**config.mk**
```make
export PLATFORM = sky130hd
export DESIGN_NAME = game_ctl_flat
export DESIGN_NICKNAME = d
export VERILOG_FILES = /design/src/rtl/game_ctl_if.sv /design/src/rtl/game_ctl.sv /design/src/flat_wrapper.sv
export SDC_FILE = /design/constraint.sdc
export NUM_CORES = 1
export LEC_CHECK = 0
export ABC_AREA = 1
export BUFFER_PORTS_ARGS = -buffer_cell sky130_fd_sc_hd__buf_2
export CORE_MARGIN = 3
export CORE_UTILIZATION = 30
export DETAILED_ROUTE_END_ITERATION = 8
export PLACE_DENSITY = 0.61
export SYNTH_ARGS = -nofsm -noshare
export SYNTH_HDL_FRONTEND = slang
export SYNTH_SLANG_ARGS = --single-unit
```
**constraint.sdc**
```tcl
create_clock -name pclk -period 2.2 [get_ports pclk]
set_input_delay 0.11 -clock pclk [delete_from_list [all_inputs] [get_ports pclk]]
set_output_delay 0.11 -clock pclk [all_outputs]
set_load 0.005 [all_outputs]
```
**src/rtl/game_ctl_if.sv**
```systemverilog
// game_ctl_if: control inputs, status outputs and RGB streams between game_ctl and its neighbours.
interface game_ctl_if #(
    parameter int SCORE_DIGITS = 2
);
    logic                      frame_tick;
    logic                      start_click;
    logic                      peer_start;
    logic                      hit;
    logic                      stop_click;
    logic [11:0]               rgb_idle;
    logic [11:0]               rgb_wait;
    logic [11:0]               rgb_game;
    logic [11:0]               rgb_score;
    logic [1:0]                state;
    logic [11:0]               rgb_out;
    logic [7:0]                round_cnt;
    logic [11:0]               round_timer;
    logic [4*SCORE_DIGITS-1:0] score_bcd;
    logic                      new_target;
    logic                      game_done;

    modport master (
        output frame_tick, start_click, peer_start, hit, stop_click,
        output rgb_idle, rgb_wait, rgb_game, rgb_score,
        input  state, rgb_out, round_cnt, round_timer, score_bcd, new_target, game_done
    );

    modport slave (
        input  frame_tick, start_click, peer_start, hit, stop_click,
        input  rgb_idle, rgb_wait, rgb_game, rgb_score,
        output state, rgb_out, round_cnt, round_timer, score_bcd, new_target, game_done
    );
endinterface

```
**src/rtl/game_ctl.sv**
```systemverilog
// game_ctl: duck-game sequencer (IDLE/WAIT/GAME/SCORE), round timing, BCD score and RGB select.
// Define GAME_CTL_SOLO_EN to bypass the WAIT peer handshake (single-player build).
module game_ctl #(
    parameter int ROUNDS       = 10,
    parameter int ROUND_FRAMES = 120,
    parameter int WAIT_FRAMES  = 1800,
    parameter int SCORE_DIGITS = 2
) (
    input logic       pclk,
    input logic       rst,
    game_ctl_if.slave bus
);
    typedef enum logic [1:0] {IDLE, WAIT, GAME, SCORE} state_t;
    localparam int SW = 4 * SCORE_DIGITS;

    state_t        state, state_n;
    logic [7:0]    round_cnt, round_n;
    logic [11:0]   round_timer, timer_n;
    logic [SW-1:0] score, score_n;
    logic          new_target, nt_n, game_done, gd_n;
    logic [11:0]   rgb_out;
    logic          start_q, hit_q, stop_q, start_e, hit_e, stop_e;
    logic          round_end;

    function automatic logic [SW-1:0] bcd_inc(input logic [SW-1:0] v);
        logic [SW-1:0] r;
        logic          c;
        r = v;
        c = 1'b1;
        for (int i = 0; i < SCORE_DIGITS; i++) begin
            if (c) begin
                c = r[4*i +: 4] == 4'd9;
                r[4*i +: 4] = c ? 4'd0 : r[4*i +: 4] + 4'd1;
            end
        end
        return c ? v : r;  // carry out of the top digit means all 9s: hold
    endfunction

`ifdef GAME_CTL_SOLO_EN
    localparam state_t START_TO = GAME;
`else
    localparam state_t START_TO = WAIT;
    logic [15:0] wait_cnt;
    logic        wait_to;
    assign wait_to = bus.frame_tick && wait_cnt == 16'(WAIT_FRAMES - 1);
    always_ff @(posedge pclk or negedge rst)
        if (!rst) wait_cnt <= '0;
        else wait_cnt <= state == WAIT ? wait_cnt + (bus.frame_tick ? 16'd1 : 16'd0) : 16'd0;
`endif

    assign round_end = hit_e || (bus.frame_tick && round_timer == 12'(ROUND_FRAMES - 1));

    always_ff @(posedge pclk or negedge rst) begin
        if (!rst) begin
            state       <= IDLE;
            round_cnt   <= '0;
            round_timer <= '0;
            score       <= '0;
            new_target  <= 1'b0;
            game_done   <= 1'b0;
            rgb_out     <= '0;
            {start_q, hit_q, stop_q} <= 3'b111;
            {start_e, hit_e, stop_e} <= 3'b000;
        end else begin
            state       <= state_n;
            round_cnt   <= round_n;
            round_timer <= timer_n;
            score       <= score_n;
            new_target  <= nt_n;
            game_done   <= gd_n;
            {start_q, hit_q, stop_q} <= {bus.start_click, bus.hit, bus.stop_click};
            {start_e, hit_e, stop_e} <= {bus.start_click, bus.hit, bus.stop_click} & ~{start_q, hit_q, stop_q};
            rgb_out <= state == IDLE ? bus.rgb_idle :
                       state == WAIT ? bus.rgb_wait :
                       state == GAME ? bus.rgb_game : bus.rgb_score;
        end
    end

    always_comb begin
        state_n = state;
        round_n = round_cnt;
        timer_n = round_timer;
        score_n = score;
        nt_n    = 1'b0;
        gd_n    = 1'b0;
        case (state)
            IDLE, SCORE: begin
                if (state == SCORE && stop_e) state_n = IDLE;
                else if (start_e) begin
                    state_n = START_TO;
                    round_n = '0;
                    timer_n = '0;
                    score_n = '0;
                    nt_n    = START_TO == GAME;
                end
            end
            WAIT: begin
`ifdef GAME_CTL_SOLO_EN
                state_n = IDLE;
`else
                if (stop_e) state_n = IDLE;
                else if (bus.peer_start) begin
                    state_n = GAME;
                    nt_n    = 1'b1;
                end else if (wait_to) state_n = IDLE;
`endif
            end
            GAME: begin
                if (stop_e) begin
                    state_n = SCORE;
                    gd_n    = 1'b1;
                end else if (round_end) begin
                    round_n = round_cnt + 8'd1;
                    timer_n = '0;
                    score_n = hit_e ? bcd_inc(score) : score;
                    gd_n    = round_n == 8'(ROUNDS);
                    nt_n    = !gd_n;
                    state_n = gd_n ? SCORE : GAME;
                end else if (bus.frame_tick) timer_n = round_timer + 12'd1;
            end
        endcase
    end

    assign bus.state       = state;
    assign bus.rgb_out     = rgb_out;
    assign bus.round_cnt   = round_cnt;
    assign bus.round_timer = round_timer;
    assign bus.score_bcd   = score;
    assign bus.new_target  = new_target;
    assign bus.game_done   = game_done;
endmodule

```
**src/flat_wrapper.sv**
```systemverilog
// flat-port wrapper written by rule: the top's interface ports become plain ports
module game_ctl_flat 
#(
    parameter int ROUNDS       = 10,
    parameter int ROUND_FRAMES = 120,
    parameter int WAIT_FRAMES  = 1800,
    parameter int SCORE_DIGITS = 2
)
  (pclk, rst, bus_frame_tick, bus_start_click, bus_peer_start, bus_hit, bus_stop_click, bus_rgb_idle, bus_rgb_wait, bus_rgb_game, bus_rgb_score, bus_state, bus_rgb_out, bus_round_cnt, bus_round_timer, bus_score_bcd, bus_new_target, bus_game_done);
  game_ctl_if #(.SCORE_DIGITS(SCORE_DIGITS)) bus_i ();
  input logic pclk;
  input logic rst;
  input wire logic [$bits(bus_i.frame_tick)-1:0] bus_frame_tick;
  input wire logic [$bits(bus_i.start_click)-1:0] bus_start_click;
  input wire logic [$bits(bus_i.peer_start)-1:0] bus_peer_start;
  input wire logic [$bits(bus_i.hit)-1:0] bus_hit;
  input wire logic [$bits(bus_i.stop_click)-1:0] bus_stop_click;
  input wire logic [$bits(bus_i.rgb_idle)-1:0] bus_rgb_idle;
  input wire logic [$bits(bus_i.rgb_wait)-1:0] bus_rgb_wait;
  input wire logic [$bits(bus_i.rgb_game)-1:0] bus_rgb_game;
  input wire logic [$bits(bus_i.rgb_score)-1:0] bus_rgb_score;
  output wire logic [$bits(bus_i.state)-1:0] bus_state;
  output wire logic [$bits(bus_i.rgb_out)-1:0] bus_rgb_out;
  output wire logic [$bits(bus_i.round_cnt)-1:0] bus_round_cnt;
  output wire logic [$bits(bus_i.round_timer)-1:0] bus_round_timer;
  output wire logic [$bits(bus_i.score_bcd)-1:0] bus_score_bcd;
  output wire logic [$bits(bus_i.new_target)-1:0] bus_new_target;
  output wire logic [$bits(bus_i.game_done)-1:0] bus_game_done;
  assign bus_i.frame_tick = bus_frame_tick;
  assign bus_i.start_click = bus_start_click;
  assign bus_i.peer_start = bus_peer_start;
  assign bus_i.hit = bus_hit;
  assign bus_i.stop_click = bus_stop_click;
  assign bus_i.rgb_idle = bus_rgb_idle;
  assign bus_i.rgb_wait = bus_rgb_wait;
  assign bus_i.rgb_game = bus_rgb_game;
  assign bus_i.rgb_score = bus_rgb_score;
  assign bus_state = bus_i.state;
  assign bus_rgb_out = bus_i.rgb_out;
  assign bus_round_cnt = bus_i.round_cnt;
  assign bus_round_timer = bus_i.round_timer;
  assign bus_score_bcd = bus_i.score_bcd;
  assign bus_new_target = bus_i.new_target;
  assign bus_game_done = bus_i.game_done;
  game_ctl #(.ROUNDS(ROUNDS), .ROUND_FRAMES(ROUND_FRAMES), .WAIT_FRAMES(WAIT_FRAMES), .SCORE_DIGITS(SCORE_DIGITS)) u_core (.pclk(pclk), .rst(rst), .bus(bus_i));
endmodule
```
After elaboration in Yosys (flattened, before gate mapping) --
Index checks and enable logic that the tools add are counted.
Storage, ports and cells: register bits after elaboration 66, word-level logic and storage cells 102
Cells by class: $add $sub $neg 5, equality and inequality tests 19, mux-type cells 48, bitwise logic cells 2, reduce and logical (&&, ||, !) cells 13
Operator list (number):
- 2-to-1 mux 12 bit | 8
- 2-to-1 mux 8 bit | 8
- case mux 8 bit (2 select lines) | 2
- case mux 12 bit (2 select lines) | 1
- adder 16 bit | 1
- == test 16 x 11 -> 1 bit, second input constant | 1
- 2-to-1 mux 1 bit | 16
- 2-to-1 mux 16 bit | 1
- 2-to-1 mux 2 bit | 7
- adder 12 x 1 -> 12 bit, second input constant | 1
- == test 12 x 7 -> 1 bit, second input constant | 1
- 2-to-1 mux 4 bit | 3
- AND reduction 5 bit | 2
- adder 4 x 1 -> 4 bit, second input constant | 2
- adder 8 x 1 -> 8 bit, second input constant | 1
- == test 4 bit, second input constant | 2
- == test 8 x 4 -> 1 bit, second input constant | 1
- != test 2 bit, second input constant | 4
- AND reduction 8 bit | 1
- AND reduction 7 bit | 1
- != test 2 x 1 -> 1 bit, second input constant | 3
- != test 3 x 1 -> 1 bit, second input constant | 2
- case mux 2 bit (3 select lines) | 1
- == test 2 bit, second input constant | 2
- other kinds (13) | 15

Logic depth before layout (Yosys ltp) --
depth in word-level cells 15, gate-level depth with buffers 12, mapped depth without buffers 12

Worst setup path after synthesis --
OpenSTA, ideal clock, no wires.
path type register to register, from register u_core.state[0] (netlist: u_core.bus.state[0]), to register u_core.score[3] (netlist: u_core.bus.score_bcd[3]), library setup time 125 ps, arrival 1662 ps, setup slack 414 ps, cell stages (with the launch flop) 11, clock period less this slack 1786 ps, cell sequence dfrtp_1 > inv_1 > ha_1 > nor2_1 > nor2_4 > nand3_4 > nor2_2 > o21ai_2 > inv_1 > a21oi_1 > nor3_2
On the way: word-level cells in the longest chain between the ends 4, elaborated cells between the ends (all ways) 14, classes of those cells eq/ne: 8; mux: 1; reduce/logical: 5
Ends and longest elaborated chain:
- start: declaration | RTL line game_ctl.sv:16 | state_t state, state_n;
- start signal: assignment | RTL line game_ctl.sv:65 | state <= state_n;
- == test 2 bit / zero test 2 bit (equally long branches) | RTL line game_ctl.sv:86, game_ctl.sv:88
- OR reduction 2 bit / logical AND 1 bit (equally long branches) | RTL line game_ctl.sv:86, game_ctl.sv:88
- != test 2 x 1 -> 1 bit (no line) (tied with other cells)
- AND reduction 7 bit (no line)
- end signal: assignment | RTL line game_ctl.sv:68 | score <= score_n;
- end: declaration | RTL line game_ctl.sv:19 | logic [SW-1:0] score, score_n;
Several ways; a longest one is shown, not always the timed one. A chain may end at the register's enable or synchronous reset.

Worst setup path in the final report --
from register u_core.state[0] (netlist: u_core.bus.state[0]), to register u_core.round_timer[9] (netlist: u_core.bus.round_timer[9])
On the way: word-level cells in the longest chain between the ends 4, elaborated cells between the ends (all ways) 12, classes of those cells eq/ne: 6; mux: 1; reduce/logical: 5
Ends and longest elaborated chain:
- == test 2 bit / zero test 2 bit (equally long branches) | RTL line game_ctl.sv:86, game_ctl.sv:88
- OR reduction 2 bit / logical AND 1 bit (equally long branches) | RTL line game_ctl.sv:86, game_ctl.sv:88
- != test 2 x 1 -> 1 bit (no line) (tied with other cells)
- AND reduction 5 bit (no line)
- end signal: assignment | RTL line game_ctl.sv:67 | round_timer <= timer_n;
- end: declaration | RTL line game_ctl.sv:18 | logic [11:0] round_timer, timer_n;
Several ways; a longest one is shown, not always the timed one.

==> metrics.txt <==
FF-to-FF Start u_core.bus.state[0]$_DFFE_PN0P_; Worst VDD drop 401 uV; Worst Hold Launch bus_rgb_wait[8]; GPL Wtd Cong 0.876; Synth Instances 472; WP data required 2400 ps; minimum clock period 1920 ps; most frequent cells in the layout nand2_1, buf_2, dfrtp_1; Top Usage Layer GRT met2; DRC Markers 0; capturing point of the worst reg2reg path u_core.bus.round_timer[9]$_DFFE_PN0P_; grt met1 use 19.0%; leakage 2.41 nW; vias 3460; clock slew at reported path FFs 50 ps; Worst EP arrival 2120 ps; met3 Usage GRT 3.86%; GR Util met2 22.4%; IO buf count 98; vias in the first global route 3231; Main synth FF type dfrtp_1; number of vias per cell 4.66; Clk Latency, worst-skew pair 330 ps; RSZ-0062 raised after global routing no; P_sw 1.90 mW; Mapped Nets 540; Mean Syn Cell Area 7.84 um2; power density cells 1030 mW/mm2; Net Sw Frac 38.0%; number of enable flip-flop cells after synthesis 0; Routed WL per cell 12.6 um; post-synthesis cell area 0.00370 mm2; chip height 117 um; ANT cells 0; Max-Cap Viols 0; Final setup viols 0; first drt pass iteration count 4; storage element area 0.00166 mm2; io pins 99; Routed Antenna Nets 0; ys async rst share 100%; initial antenna violation count 0; Final nets 663; Cell Rows 39; Final Hold Slack 71.9 ps; Initial Util 31.6%; CP Launch Type flip-flop; core area 0.0117 mm2; f_max 520 MHz; area occupied by multi-input gates 0.00177 mm2; Clock Root Buffer clkbuf_16; Worst setup endpoint u_core.bus.round_timer[9]$_DFFE_PN0P_; Slew Limit Fails 0; Worst Path Max Fanout 6; full die area 0.0137 mm2; filler cell count 1177; Die X 117 um; Clock power frac 28.1%; top-area cell type share of the netlist area 42.6%; first-pass GRT wire length 15.4 mm; Slew headroom 66.1%; share of post-route cells with drive strength above 1 26.0%; leading area contributor after synthesis dfrtp_1; Setup Skew 4.53 ps; Congestion Overflow GR 0; synth top area cells dfrtp_1, nand2_1, o21ai_0; Int Power 3.10 mW; Fin Setup TNS 0 ps; CTS tree done; combinational share of power 40.2%; Synth warnings 0; Detailed Route WL 9.35 mm; Worst Tran Pin Value 506 ps; CP startpoint u_core.bus.state[0]$_DFFE_PN0P_; crit path kind reg -> reg; Synth Register Bits 66; R2R cell count 10; Synth-to-Final Area Change 31.0%; worst min path class in -> reg; status finished, final reports clean; Num CTS Buffers 9; Seq pwr share 31.7%; worst-case clock buffer depth 2; largest net degree at the start of global routing 67; Netlist cell types 37; hpwl dp 6.91 mm; clk sinks 66; crit end category flip-flop; sequential fraction of the synthesis area 44.7%; H-Tree Depth 3; DRT iter0 DRCs 211; Final Hold Fails 0; Tcrit/Tclk final 87.4%; leading cell type in the layout, fill and taps excluded nand2_1; r2r setup slk 280 ps; GRT Total Usage 14.3%
-- area by class of cell --
cell class                      count  area share (%)
Multi-Input combinational cell    335            36.4
Sequential cell                    66            34.1
Timing Repair Buffer              123            15.1
Clock buffer                       13            5.16
Inverter                           60            4.67
Tap cell                          143            3.69
Clock inverter                      3           0.826
-- critical path, stage by stage (launching register included) --
cell,delay (ps)
dfrtp_1,390
inv_1,90
ha_1,350
nor2_1,90
nor2_4,100
nand3_4,120
a21oi_4,210
inv_2,100
nor2_2,120
xor2_1,160
nor2_1,50
-- routing by layer --
| metal | part of all wire (%) | wire length, um |
|---|---|---|
| met3 | 5.0 | 470 |
| met5 | 0 | 0 |
| met2 | 48 | 4450 |
| met1 | 47 | 4360 |
| met4 | 0.66 | 62 |
-- sequential cells by signal (all words and copies together), names as in the netlist, 2 cells and up --
signal,count
u_core.bus.rgb_out,12
u_core.bus.round_cnt,8
u_core.bus.round_timer,12
u_core.bus.score_bcd,8
u_core.bus.state,2
u_core.wait_cnt,16
-- synth_stat cells, types with 3 or more instances --
cell / number
nand2_1: 103
dfrtp_1: 63
inv_1: 52
nor2_1: 49
o21ai_0: 39
nand3_1: 32
a21oi_1: 29
ha_1: 13
o21ai_1: 11
xor2_1: 9
nor3_1: 8
inv_2: 7
nand4_1: 7
clkbuf_1: 6
nand2_2: 5
nor2_4: 5
nor2_2: 4
o22ai_1: 4
dfstp_2: 3
nor3_2: 3
-- worst min-delay path by stage --
stage	endpoint	slack (ps)	cells past startpoint
floorplan	u_core.bus.game_done$_DFF_PN0_	-190	0
global placement	u_core.bus.round_timer[5]$_DFFE_PN0P_	160	2
detailed placement	u_core.bus.round_timer[4]$_DFFE_PN0P_	170	2
CTS	u_core.bus.rgb_out[8]$_DFF_PN0_	60	3
global route	u_core.bus.rgb_out[5]$_DFF_PN0_	90	3
finish	u_core.bus.rgb_out[8]$_DFF_PN0_	70	3
-- kinds of logic after synthesis --
group,after synthesis,share of synthesized area (%)
DFF,66,44.7
and+or+nand+nor,222,27.7
xor gates and xnor gates,10,2.37
buffers and inverters,71,7.71
AOI/OAI and AO/OA,90,13.1
adders and majority gates,13,4.40
-- power by group through the flow --
| stage | Clock [mW] | Sequential [mW] | Combinational (mW) |
|---|---|---|---|
| after floorplan | 0 | 1.61 | 1.31 |
| after global placement | 0 | 1.59 | 1.91 |
| after detailed placement | 0 | 1.61 | 1.96 |
| after CTS | 1.45 | 1.59 | 1.99 |
| after global routing | 1.51 | 1.62 | 2.30 |
| final | 1.41 | 1.59 | 2.01 |
-- metrics by stage --
stage / std cells / total power [mW] / setup WS (ps) / util [%] / cell area [um2]
2_1_floorplan: 472 / 2.92 / 414 / - / 3700
3_3_place_gp: 709 / 3.50 / 251 / 37.4 / 4380
3_5_place_dp: 709 / 3.57 / 187 / 37.4 / 4380
4_1_cts: 741 / 5.03 / 158 / 41.2 / 4830
5_1_grt: 743 / 5.43 / 61.3 / 41.4 / 4850
6_report: 743 / 5.01 / 278 / 41.4 / 4850
-- timing repair --
action | CTS | global route
endpoints found under the hold margin | 81 | 0
gates resized for setup | 0 | 1
hold buffers | 16 | 0
endpoints found under the setup margin | 0 | 2
buffers inserted | 0 | 2
(Power assumes the default switching activity.)
